**src/rtl/otter_fetch_queue.sv**
```systemverilog
// Instruction fetch with a DEPTH-entry {pc, ir} prefetch queue; issue at t gives DEC_VALID at t+2.
// Stalls when queue + in-flight word would overflow; redirect flushes queue and the in-flight word.
module otter_fetch_queue #(
    parameter int unsigned DEPTH    = 4,
    parameter logic [31:0] RESET_PC = 32'h0
) (
    input  logic                         CLK,
    input  logic                         RST,
    output logic [31:0]                  IMEM_ADDR,
    output logic                         IMEM_RD,
    input  logic [31:0]                  IMEM_DOUT,
    input  logic                         REDIRECT,
    input  logic [31:0]                  REDIRECT_PC,
    input  logic                         DEC_READY,
    output logic                         DEC_VALID,
    output logic [31:0]                  DEC_IR,
    output logic [31:0]                  DEC_PC,
    output logic [$clog2(DEPTH+1)-1:0]   COUNT
);
    localparam int PW = (DEPTH > 1) ? $clog2(DEPTH) : 1;
    localparam int CW = $clog2(DEPTH + 1);

    logic [31:0]   fetch_pc_q, fetch_pc_d;
    logic [31:0]   inflight_pc_q, inflight_pc_d;
    logic          inflight_q, inflight_d;
    logic [PW-1:0] rd_ptr_q, rd_ptr_d;
    logic [PW-1:0] wr_ptr_q, wr_ptr_d;
    logic [CW-1:0] count_q, count_d;
    logic [31:0]   pc_mem [DEPTH];
    logic [31:0]   ir_mem [DEPTH];
    logic          pop, push, issue;
    logic [CW:0]   occupancy;

    always_comb begin
        DEC_VALID = !RST && !REDIRECT && (count_q != '0);
        pop       = DEC_VALID && DEC_READY;
        // Slots committed after this cycle's pop; the in-flight word needs a free slot.
        occupancy = {1'b0, count_q} + {{CW{1'b0}}, inflight_q} - {{CW{1'b0}}, pop};
        issue     = !RST && !REDIRECT && (occupancy < (CW+1)'(DEPTH));
        push      = inflight_q && !REDIRECT;
        IMEM_RD   = issue;
        IMEM_ADDR = fetch_pc_q;
        DEC_PC    = DEC_VALID ? pc_mem[rd_ptr_q] : 32'h0;
        DEC_IR    = DEC_VALID ? ir_mem[rd_ptr_q] : 32'h0;
        COUNT     = RST ? '0 : count_q;
    end

    always_comb begin
        fetch_pc_d    = fetch_pc_q;
        inflight_pc_d = inflight_pc_q;
        inflight_d    = inflight_q;
        rd_ptr_d      = rd_ptr_q;
        wr_ptr_d      = wr_ptr_q;
        count_d       = count_q;
        if (REDIRECT) begin
            fetch_pc_d = {REDIRECT_PC[31:2], 2'b00};
            inflight_d = 1'b0;
            rd_ptr_d   = '0;
            wr_ptr_d   = '0;
            count_d    = '0;
        end else begin
            rd_ptr_d   = rd_ptr_q + PW'(pop);
            wr_ptr_d   = wr_ptr_q + PW'(push);
            count_d    = count_q + CW'(push) - CW'(pop);
            inflight_d = issue;
            if (issue) begin
                inflight_pc_d = fetch_pc_q;
                fetch_pc_d    = fetch_pc_q + 32'd4;
            end
        end
    end

    always_ff @(posedge CLK) begin
        if (RST) begin
            fetch_pc_q    <= RESET_PC;
            inflight_pc_q <= 32'h0;
            inflight_q    <= 1'b0;
            rd_ptr_q      <= '0;
            wr_ptr_q      <= '0;
            count_q       <= '0;
        end else begin
            fetch_pc_q    <= fetch_pc_d;
            inflight_pc_q <= inflight_pc_d;
            inflight_q    <= inflight_d;
            rd_ptr_q      <= rd_ptr_d;
            wr_ptr_q      <= wr_ptr_d;
            count_q       <= count_d;
        end
    end

    always_ff @(posedge CLK) begin
        if (!RST && push) begin
            pc_mem[wr_ptr_q] <= inflight_pc_q;
            ir_mem[wr_ptr_q] <= IMEM_DOUT;
        end
    end
endmodule

```
**config.mk**
```make
export PLATFORM = sky130hd
export DESIGN_NAME = otter_fetch_queue
export DESIGN_NICKNAME = d
export VERILOG_FILES = /design/src/rtl/otter_fetch_queue.sv
export SDC_FILE = /design/constraint.sdc
export NUM_CORES = 1
export LEC_CHECK = 0
export ABC_AREA = 1
export CORE_ASPECT_RATIO = 0.7
export CORE_MARGIN = 8
export CORE_UTILIZATION = 29
export DETAILED_ROUTE_END_ITERATION = 7
export HOLD_SLACK_MARGIN = 0.06
export PLACE_DENSITY = 0.47
export SLEW_MARGIN = 10
export SYNTH_ARGS = -nofsm -noshare
export SYNTH_HDL_FRONTEND = slang
export SYNTH_SLANG_ARGS = --single-unit
```
**constraint.sdc**
```tcl
create_clock -name CLK -period 6.5 [get_ports CLK]
set_input_delay 0.65 -clock CLK [delete_from_list [all_inputs] [get_ports CLK]]
set_output_delay 0.65 -clock CLK [all_outputs]
set_load 0.01 [all_outputs]
```
After elaboration in Yosys (flattened, before gate mapping) --
Memory sizes are Yosys's and may differ from the RTL's. A register that Yosys moved wholly into a read port is not among the register bits. Cells that the tools add are included.
Storage, ports and cells: register bits after elaboration 72, RAM bits 256, output and inout port bits 101, memories 2
Cells by class: add/subtract/negate cells 7, $lt $le $gt $ge 1, multiplexer cells 9, bitwise gates (word level) 1, reduce and logical (&&, ||, !) cells 12
Memory list:
- ir_mem | words 4, bits a word 32, rd ports 1, clocked after memory_dff 1, write ports 1, line 30 | logic [31:0] ir_mem [DEPTH];
- pc_mem | words 4, bits a word 32, rd ports 1, clocked after memory_dff 1, write ports 1, line 29 | logic [31:0] pc_mem [DEPTH];
Operator list (number):
- $mux W32 | 4
- $add A32 B3 Y32 const B | 1
- $logic_and A1 B1 Y1 | 6
- $add A2 B1 Y2 | 2
- $add A3 B1 Y4 | 1
- $lt A4 B3 Y1 const B | 1
- $mux W2 | 2
- $sub A4 B1 Y4 | 1
- $add A3 B1 Y3 | 1
- $mux W3 | 1
- $reduce_bool A3 Y1 | 1
- $sub A3 B1 Y3 | 1
- $logic_not A1 Y1 | 2
- $mux W1 | 2
- $reduce_and A2 Y1 | 1
- $reduce_bool A2 Y1 | 1
- $reduce_or A2 Y1 | 1
- $not A1 Y1 | 1

Depth between registers and ports, before layout --
Gate-level depths: netlist of run 1.
depth in word-level cells 9, mapped depth 15, depth with buffers taken out 14

Worst setup path before layout of run 1 --
Ideal clock, no wire load.
path kind input to register, start in RST, end mem ir_mem[0][0], enable pin, setup time 0.559 ns, arrival time 5.246 ns, slack 0.695 ns, stages 4, buffers on the path 1, path through buf_4 > nor2_8 > nand2_1 > nor3_1
Between the ends: word-level cells in the longest chain between the ends 4
Ends and longest elaborated chain:
- from (decl) | line 8 | input logic RST,
- $logic_not A1 Y1 | line 92 | if (!RST && push) begin
- $logic_and A1 B1 Y1 | line 92
- $mux W1 | line 92
- $mux W1 (not written as such) | line 94 | ir_mem[wr_ptr_q] <= IMEM_DOUT;
- to (decl) | line 30
Every way passes these cells.

Final worst setup path of run 1 --
start in RST, end out DEC_PC[13]
Between the ends: word-level cells in the longest chain between the ends 4
Ends and longest elaborated chain:
- $logic_not A1 Y1 | line 35 | DEC_VALID = !RST && !REDIRECT && (count_q != '0);
- $logic_and A1 B1 Y1 (2 in series) | line 35
- $mux W32 | line 43 | DEC_PC = DEC_VALID ? pc_mem[rd_ptr_q] : 32'h0;
- to (decl) | line 17 | output logic [31:0] DEC_PC,
Every way passes these cells.

==> results of run 1 <==
## stage by stage
step | power, mW | std cells | hold slack (ns) | utilization, % | area, sq um
6_report | 4.37 | 2075 | 0.512 | 36.6 | 16500
3_3_place_gp | 2.51 | 2010 | 0.491 | 34.1 | 15400
4_1_cts | 4.44 | 2075 | 0.514 | 36.6 | 16500
5_1_grt | 4.56 | 2075 | 0.534 | 36.6 | 16500
3_5_place_dp | 2.51 | 2010 | 0.508 | 34.1 | 15400
2_1_floorplan | 2.39 | 1312 | 0.461 | - | 13300
## how the worst max path moves through the flow
stage | startpoint | end | slack, ns
after floorplan | RST | ir_mem[0][0]$_DFFE_PP_ | 0.70
after global placement | RST | DEC_PC[13] | 1.73
after detailed placement | RST | DEC_PC[13] | 1.65
after CTS | RST | DEC_PC[13] | 1.65
after global routing | RST | DEC_PC[13] | 1.46
final | RST | DEC_PC[13] | 1.78
## synth_stat cells (all sizes together) (9+ instances only)
cell,count
o21ai,169
clkbuf,53
buf,26
nand2,158
nand3,47
xnor2,9
inv,42
a21oi,96
nor3,17
dfxtp,68
nor2,344
edfxtp,248
xor2,15
## cells in the final DEF, fill, tap and decap left out, types with 2 or more instances in the layout
cell,Yosys,final
nor2_1,343,343
edfxtp_1,248,248
o21ai_0,161,161
clkdlybuf4s50_1,0,161
nand2_1,156,156
a21oi_1,96,96
dfxtp_1,68,66
nand3_1,46,46
clkbuf_16,0,37
inv_1,36,36
xor2_1,15,15
clkbuf_1,50,14
nor3_1,17,13
buf_4,10,12
xnor2_1,9,9
o21ai_1,8,8
clkinv_2,0,5
ha_1,5,5
inv_2,5,4
nor3_2,0,4
nand4_1,4,4
conb_1,1,4
clkinv_1,0,4
clkbuf_8,0,3
nand3b_1,2,2
inv_6,0,2
## final cells by class
| class | instances | area, sq um |
|---|---|---|
| clock buffer | 54 | 1020 |
| clock inverter | 11 | 82.6 |
| multi-input combinational | 875 | 3970 |
| fill | 4530 | 28600 |
| inverter | 42 | 161 |
| tap | 603 | 754 |
| sequential | 316 | 8810 |
| timing repair buffer | 174 | 1710 |
## sequential cells by signal, summed over array words and instances (netlist names)
| register | cells |
|---|---|
| ir_mem | 128 |
| pc_mem | 120 |
| IMEM_ADDR | 30 |
| inflight_pc_q | 30 |
| count_q | 3 |
| rd_ptr_q | 2 |
| wr_ptr_q | 2 |
| inflight_q | 1 |
## cells by family after synthesis
family          Yosys count  share of synthesized area [%]
xor+xnor                 24                           1.58
compound gates          267                           10.1
buf+inv                 121                           4.03
other cells               1                         0.0282
flops                   316                           66.3
fa+ha+maj                 6                          0.622
simple gates            574                           17.3
## power by group through the flow
stage | logic (mW) | clock network, mW | registers, mW
after floorplan | 0.105 | 0 | 2.29
after global placement | 0.204 | 0 | 2.30
after detailed placement | 0.207 | 0 | 2.30
after CTS | 0.208 | 1.97 | 2.26
after global routing | 0.229 | 2.06 | 2.27
final | 0.203 | 1.90 | 2.26
## routing by layer
layer  wire length, um  share of wire, %  up-vias  track usage [%]
met1             17900                49     4428             18.9
li1                  -                 -     4744                -
met4               459               1.3        0             2.68
met2             15800                43      186             20.4
met3              2200               6.0       42             3.54
met5                 0                 0        -                0
==> run metrics, run 1 <==
status complete, no violations; Die W 272 um; Pleak 5.70 nW; slew margin rel. 29.3%; final setup violating endpoints 0; Post-Place Worst Slack 1.65 ns; Hold Path End pc_mem[0][14]$_DFFE_PP_; global-route wire length before repair 56.1 mm; DR vias 9,400; classification of the worst setup path primary input to output port; f_max 0.212 GHz; Seq/Total Area, Yosys 66.3%; critical path depth in cells 9; Worst Hold Class flip-flop to flip-flop; CTS sink cnt 316; period utilisation layout 72.6%; HPWL Detailed 21.5 mm; Yosys top cell area share 56.1%; Max-cap violations 0; switching part of the total 21.4%; synthesized area per cell 10.1 sq um; total iterations of the first detailed-routing run 5; # Post-CTS Setup Buffers 0; layout cells sized above 1 5.30%; Clk pin slew, worst setup/hold paths 0.06 ns; port buffer count 162; pwr dens 265 nW/um^2; vias in the first global route 9,296; sw power 0.935 mW; count of different cell masters after synthesis 32; RR Startpoint count_q[1]$_SDFF_PP0_; Row Count 65; Slowest cell on crit path inv_2; Area growth syn-to-layout 24.3%; EDFF count, synth 248; depth of the most critical reg-to-reg path 14; Final Hold Viols 0; Clock Root Buffer clkbuf_16; wire per inst 17.5 um; CP Data Arrival Time 4.07 ns; die height 195 um; CP Buf/Inv Count 6; Tot GR Track Use 13.3%; crit end category output port; largest net degree at the start of global routing 77; vias per inst 4.53; drc violations 0; number of H-tree levels 2; worst skew pair latency 0.52 ns; internal power 3.43 mW; slowest stage delay, CP 0.73 ns; CP top delay family buffers and inverters; CTS buffer count 36; CP required 5.85 ns; worst r2r dst IMEM_ADDR[23]$_SDFFE_PP0P_; Starting DRT DRC Count 682; Period minus WS final 4.72 ns; asr flop ratio synth 0%; GP Congestion 0.847; Ys Warns 0; part of the power in combinational logic 4.6%; sequential cell fraction of total power 51.8%; Ports 169; worst-margin pin slew 1.06 ns; Mapped Cells 1,309; hold depth 0; setup slack, reg-to-reg 3.81 ns; GR Overflow Total 0; Setup TNS 0 ns; Synth area leaders edfxtp_1 56%, dfxtp_1 10%, nor2_1 9.7%; Antenna Nets Post-Route 0; worst clock skew 0.0209 ns; crit path cell chain clkdlybuf4s50_1 -> buf_4 -> inv_2 -> nand2_2 -> a21oi_1 -> inv_2 -> buf_4 -> a21oi_1 -> clkdlybuf4s50_1; Worst Hold Launch inflight_pc_q[14]$_SDFFE_PP0P_; core area 45,100 sq um; worst setup margin 1.78 ns; Resized Gates After CTS 0; Pins Over Slew Limit 0; RSZ-0062 raised after global routing no; initial antenna violation count 0; Max Buffers Root-to-Sink 3; initial core utilization 29.4%; Clk pwr share 43.6%; Worst Path Max Fanout 43; CTS tree done; hold buffer count at CTS 0; full die area 53,000 sq um; total length of routed wires 36.4 mm; Mapped Area 13,300 sq um; cell taking the most area after synthesis edfxtp_1; Max IR drop VDD 110 uV; synthesized flop and latch total 316; top_reg_cell synth edfxtp_1; diodes inserted 0; Critical Path Source Type primary input; layout net count 1,519
No activity file was read; power rests on OpenSTA's default activity.
==> run 2, diff against run 1 <==
- clock period: 6.5 -> 4.7 ns (I/O delays scaled with it)
==> run 2 against run 1 <==
Net effect:
- via count increased by 0.36%
- cell area rose by 0.48%
- sequential share of layout area is 0.25 points lower
- critical path depth decreased by 4
- final cell count hardly changed
- largest cell class unchanged
- non-clock buffer count up 4
==> run metrics, run 2 (synthesis results as in run 1) <==
Starting DRT DRC Count 536 (-21%); HPWL Detailed 21.5 mm (about the same); Clk pin slew, worst setup/hold paths 0.06 ns (about the same); largest net degree at the start of global routing 101 (+31%); Worst Path Max Fanout 100 (+130%); core area 45,100 sq um (unchanged); Clk pwr share 44.8% (+1.2 points); initial core utilization 29.4% (unchanged); area of the multi-input gates 3970 sq um (unchanged); Final Hold Viols 0 (unchanged); Pleak 5.74 nW (+0.65%); CP Data Arrival Time 3.40 ns (-0.67 ns); final setup violating endpoints 0 (unchanged); drc violations 0 (unchanged); vias in the first global route 9,524 (+2.5%); GR Overflow Total 0 (unchanged); max reg flops 128 (unchanged); period utilisation layout 82.3%; Worst Hold Class primary input to flip-flop; Die W 272 um (unchanged); worst clock skew 0.0173 ns (-0.00368 ns); slew margin rel. 27.7% (-1.6 points); Resized Gates After CTS 0 (unchanged); CTS buffer count 36 (unchanged); fillers 4,567 (+0.82%); Critical Path Source Type flip-flop; sequential cell fraction of total power 50.6% (-1.2 points); global-route wire length before repair 56.3 mm (+0.33%); CTS sink cnt 316 (unchanged); classification of the worst setup path flip-flop to output port; commonest non-fill, non-tap cells in the layout 343 x nor2_1, 248 x edfxtp_1, 161 x o21ai_0, 161 x clkdlybuf4s50_1, 156 x nand2_1; die height 195 um (unchanged); part of the power in combinational logic 4.6% (about the same); Setup TNS 0 ns (unchanged); total iterations of the first detailed-routing run 5 (unchanged); DR vias 9,434 (+0.36%); pwr dens 372 nW/um^2 (+41%); GP Congestion 0.855 (+0.94%); RSZ-0062 raised after global routing no; Max Buffers Root-to-Sink 3 (unchanged); layout net count 1,523 (+0.26%); # Post-CTS Setup Buffers 0 (unchanged); initial antenna violation count 0 (unchanged); CP required 4.23 ns (-1.62 ns); biggest registers after layout ir_mem: 128 flops, pc_mem: 120 flops; sw power 1.30 mW (+39%); Tot GR Track Use 13.4% (+0.061 points); total length of routed wires 36.2 mm (-0.56%); RR Startpoint count_q[1]$_SDFF_PP0_; most common cell after layout, fill and taps aside nor2_1; Max-cap violations 0 (unchanged); worst skew pair latency 0.52 ns (about the same); Area growth syn-to-layout 24.9%; Ports 169 (unchanged); Pins Over Slew Limit 0 (unchanged); non-filler cells, final 2,077 (+0.096%); number of H-tree levels 2 (unchanged); crit end category output port; Row Count 65 (unchanged); diodes inserted 0 (unchanged); vias per inst 4.54 (+0.27%); hold buffer count at CTS 0 (unchanged); placed cell count 2,014 (+0.20%); CTS tree done; Clock Root Buffer clkbuf_16; wire per inst 17.4 um (-0.66%); Period minus WS final 3.87 ns; Seq. cell area 8810 sq um (unchanged); port buffer count 162 (unchanged); Antenna Nets Post-Route 0 (unchanged); internal power 4.88 mW (+42%); Top reg by flops ir_mem; status complete, no violations; Max IR drop VDD 189 uV (+71%); full die area 53,000 sq um (unchanged); worst-margin pin slew 1.08 ns (+0.0218 ns); layout cells sized above 1 5.50% (+0.20 points); switching part of the total 21.0% (-0.43 points); Worst Hold Launch REDIRECT; beginning of the critical path rd_ptr_q[0]$_SDFF_PP0_; f_max 0.259 GHz
-- run 2: critical path, stage by stage (launching register included) --
cell             delay (ns)
dfxtp_4                0.72
clkinv_2               0.48
buf_4                  0.56
o21ai_0                0.35
a21oi_1                0.12
clkdlybuf4s50_1        0.62
-- run 2: layout make-up --
cell class	instances	area share, %
flip-flops and latches	316	53.1
clock inverters	11	0.958
repair buffers	178	10.5
well taps	603	4.55
multi-input cells	875	23.9
inverters	42	0.973
clock buffers	52	5.98
-- run 2: path summary, 6_finish.rpt --
check        cells after the start                 endpoint  slack, ns
max                              5               DEC_PC[12]       0.83
min                              4    count_q[0]$_SDFF_PP0_       0.35
max reg2reg                     12    count_q[2]$_SDFF_PP0_       1.93
min reg2reg                      0  pc_mem[1][20]$_DFFE_PP_       0.51
-- run 2: power groups by stage --
stage                     clock (mW)  sequential, mW  combinational [mW]
after floorplan                    0            3.17               0.146
after global placement             0            3.18               0.285
after detailed placement           0            3.19               0.287
after CTS                       2.87            3.13               0.289
after global routing            2.98            3.13               0.320
final                           2.76            3.13               0.283
-- run 2: routing by layer --
layer / up-vias / wire [um] / track usage [%]
met2: 195 / 16300 / 21.2
li1: 4740 / - / -
met3: 34 / 2200 / 3.74
met5: - / 0 / 0
met1: 4465 / 17300 / 18.3
met4: 0 / 451 / 2.78
-- run 2: stage by stage --
stage	worst slack (ns)	utilization (%)	hold slack [ns]	total power, mW	instance area (sq um)
after CTS	0.733	36.8	0.328	6.28	16600
final	0.834	36.8	0.352	6.17	16600
after global placement	1.06	34.2	0.498	3.47	15400
after floorplan	-0.925	-	0.461	3.31	13300
after detailed placement	1.01	34.2	0.497	3.47	15400
after global routing	0.534	36.8	0.357	6.44	16600
==> run 3, diff against run 2 <==
- clock period: 4.7 -> 4 ns (I/O delays scaled with it)
==> run 3 against run 2 <==
Net effect:
- power rose by 18%
- non-clock buffer count rose by 2
- clock skew fell by 0.0027 ns
- final cell count barely moved
- critical endpoint is now DEC_IR[19]
- via count rose by 0.86%
- critical path depth rose by 3
==> run metrics, run 3 (synthesis results as in run 1) <==
# Post-CTS Setup Buffers 0 (unchanged); Top reg by flops ir_mem; Clk pwr share 45.0% (+0.2 points); largest net degree at the start of global routing 125 (+24%); worst skew pair latency 0.52 ns (about the same); Power, Total 7.29 mW (+18%); Max Buffers Root-to-Sink 3 (unchanged); switching part of the total 21.3% (+0.29 points); vias per inst 4.58 (+0.81%); worst clock skew 0.0146 ns (-0.00268 ns); drc violations 0 (unchanged); initial core utilization 29.4% (unchanged); Worst Path Max Fanout 36 (-64%); most common cell after layout, fill and taps aside nor2_1; setup slack, reg-to-reg 1.32 ns (-0.61 ns); Max IR drop VDD 211 uV (+12%); biggest registers after layout ir_mem: 128 flops, pc_mem: 120 flops; Area growth syn-to-layout 25.8%; Max-cap violations 0 (unchanged); pwr dens 437 nW/um^2 (+17%); classification of the worst setup path primary input to output port; sequential cell fraction of total power 50.3% (-0.3 points); wire per inst 17.5 um (+0.72%); area of the multi-input gates 3970 sq um (unchanged); total iterations of the first detailed-routing run 4 (-1); CTS sink cnt 316 (unchanged); Final Hold Viols 0 (unchanged); max reg flops 128 (unchanged); slew margin rel. 41.0% (+13 points); Starting DRT DRC Count 589 (+9.9%); Clock Root Buffer clkbuf_16; diodes inserted 0 (unchanged); RSZ-0062 raised after global routing no; Antenna Nets Post-Route 0 (unchanged); CP required 3.60 ns (-0.63 ns); die height 195 um (unchanged); HPWL Detailed 21.5 mm (-0.23%); Die W 272 um (unchanged); period utilisation layout 81.4%; CTS tree done; GP Congestion 0.836 (-2.2%); full die area 53,000 sq um (unchanged); status complete, no violations; placed cell count 2,016 (+0.099%); fillers 4,491 (-1.7%); core area 45,100 sq um (unchanged); crit end category output port; total length of routed wires 36.4 mm (+0.77%); DR vias 9,515 (+0.86%); layout cells sized above 1 5.83% (+0.34 points); CTS buffer count 35 (-2.8%); CP Data Arrival Time 2.86 ns (-0.54 ns); Ports 169 (unchanged); number of H-tree levels 2 (unchanged); non-filler cells, final 2,078 (+0.048%); internal power 5.74 mW (+18%); GR Overflow Total 0 (unchanged); Critical Path Source Type primary input; worst setup margin 0.743 ns (-0.0910 ns); hold slack final 0.318 ns (-0.0341 ns); sw power 1.55 mW (+20%); Post-Place Worst Slack 0.572 ns (-0.437 ns); worst-margin pin slew 0.885 ns (-0.197 ns); initial antenna violation count 0 (unchanged); global-route wire length before repair 56.1 mm (-0.31%); Clk pin slew, worst setup/hold paths 0.06 ns (about the same); f_max 0.307 GHz; Tot GR Track Use 13.4% (about the same); layout net count 1,524 (+0.066%); Worst Hold Class primary input to flip-flop; Seq. cell area 8810 sq um (unchanged); vias in the first global route 9,351 (-1.8%); Period minus WS final 3.26 ns; commonest non-fill, non-tap cells in the layout 343 x nor2_1, 248 x edfxtp_1, 161 x o21ai_0, 161 x clkdlybuf4s50_1, 156 x nand2_1; Pleak 5.79 nW (+0.78%); hold buffer count at CTS 0 (unchanged); Pins Over Slew Limit 0 (unchanged); Resized Gates After CTS 0 (unchanged); part of the power in combinational logic 4.6% (about the same); Row Count 65 (unchanged); final setup violating endpoints 0 (unchanged); Setup TNS 0 ns (unchanged); port buffer count 162 (unchanged)
run 3: cell count changes in the layout (fill, tap and decap cells not counted):
cell	delta
clkinv_8	+1
clkinv_1	+5
clkbuf_1	-9
bufinv_16	+1
clkinv_2	+1
buf_4	-5
clkinvlp_4	+1
clkbuf_16	-1
buf_12	+7
run 3: stage by stage:
step,area (sq um),utilization (%)
floorplan,13300,-
global placement,15500,34.4
detailed placement,15500,34.4
CTS,16700,37.0
global route,16700,37.0
finish,16700,37.0
run 3: layout make-up:
type                            count  share of cell area, %
Sequential cell                   316                   52.7
Multi-Input combinational cell    875                   23.8
Timing Repair Buffer              180                   11.0
Clock buffer                       42                   5.59
Tap cell                          603                   4.52
Clock inverter                     20                   1.42
Inverter                           42                  0.966
run 3: path summary, 6_finish.rpt:
kind	from	to	cells past startpoint
setup / recovery	RST	DEC_IR[19]	8
hold / removal	REDIRECT	rd_ptr_q[0]$_SDFF_PP0_	4
setup reg to reg	count_q[1]$_SDFF_PP0_	IMEM_ADDR[14]$_SDFFE_PP0P_	15
hold reg to reg	inflight_pc_q[10]$_SDFFE_PP0P_	pc_mem[2][10]$_DFFE_PP_	0
run 3: critical path, stage by stage:
cell and delay [ns]:
clkdlybuf4s50_1 0.61, inv_2 0.14, nand2_2 0.12, a21oi_1 0.23
inv_2 0.24, buf_12 0.26, a21oi_1 0.24, clkdlybuf4s50_1 0.59
run 3: power by group through the flow:
stage          logic (mW)  clock network, mW  registers [mW]
2_1_floorplan       0.171                  0            3.72
3_3_place_gp        0.340                  0            3.74
3_5_place_dp        0.343                  0            3.74
4_1_cts             0.345               3.40            3.67
5_1_grt             0.382               3.51            3.68
6_report            0.338               3.28            3.67
run 3: layer usage:
| metal | global-route usage, % | routed length [um] | up-vias |
|---|---|---|---|
| met5 | 0 | 0 | - |
| met4 | 3.23 | 629 | 0 |
| met3 | 3.53 | 2240 | 50 |
| met2 | 20.7 | 16200 | 217 |
| met1 | 18.6 | 17300 | 4499 |
| li1 | - | - | 4749 |
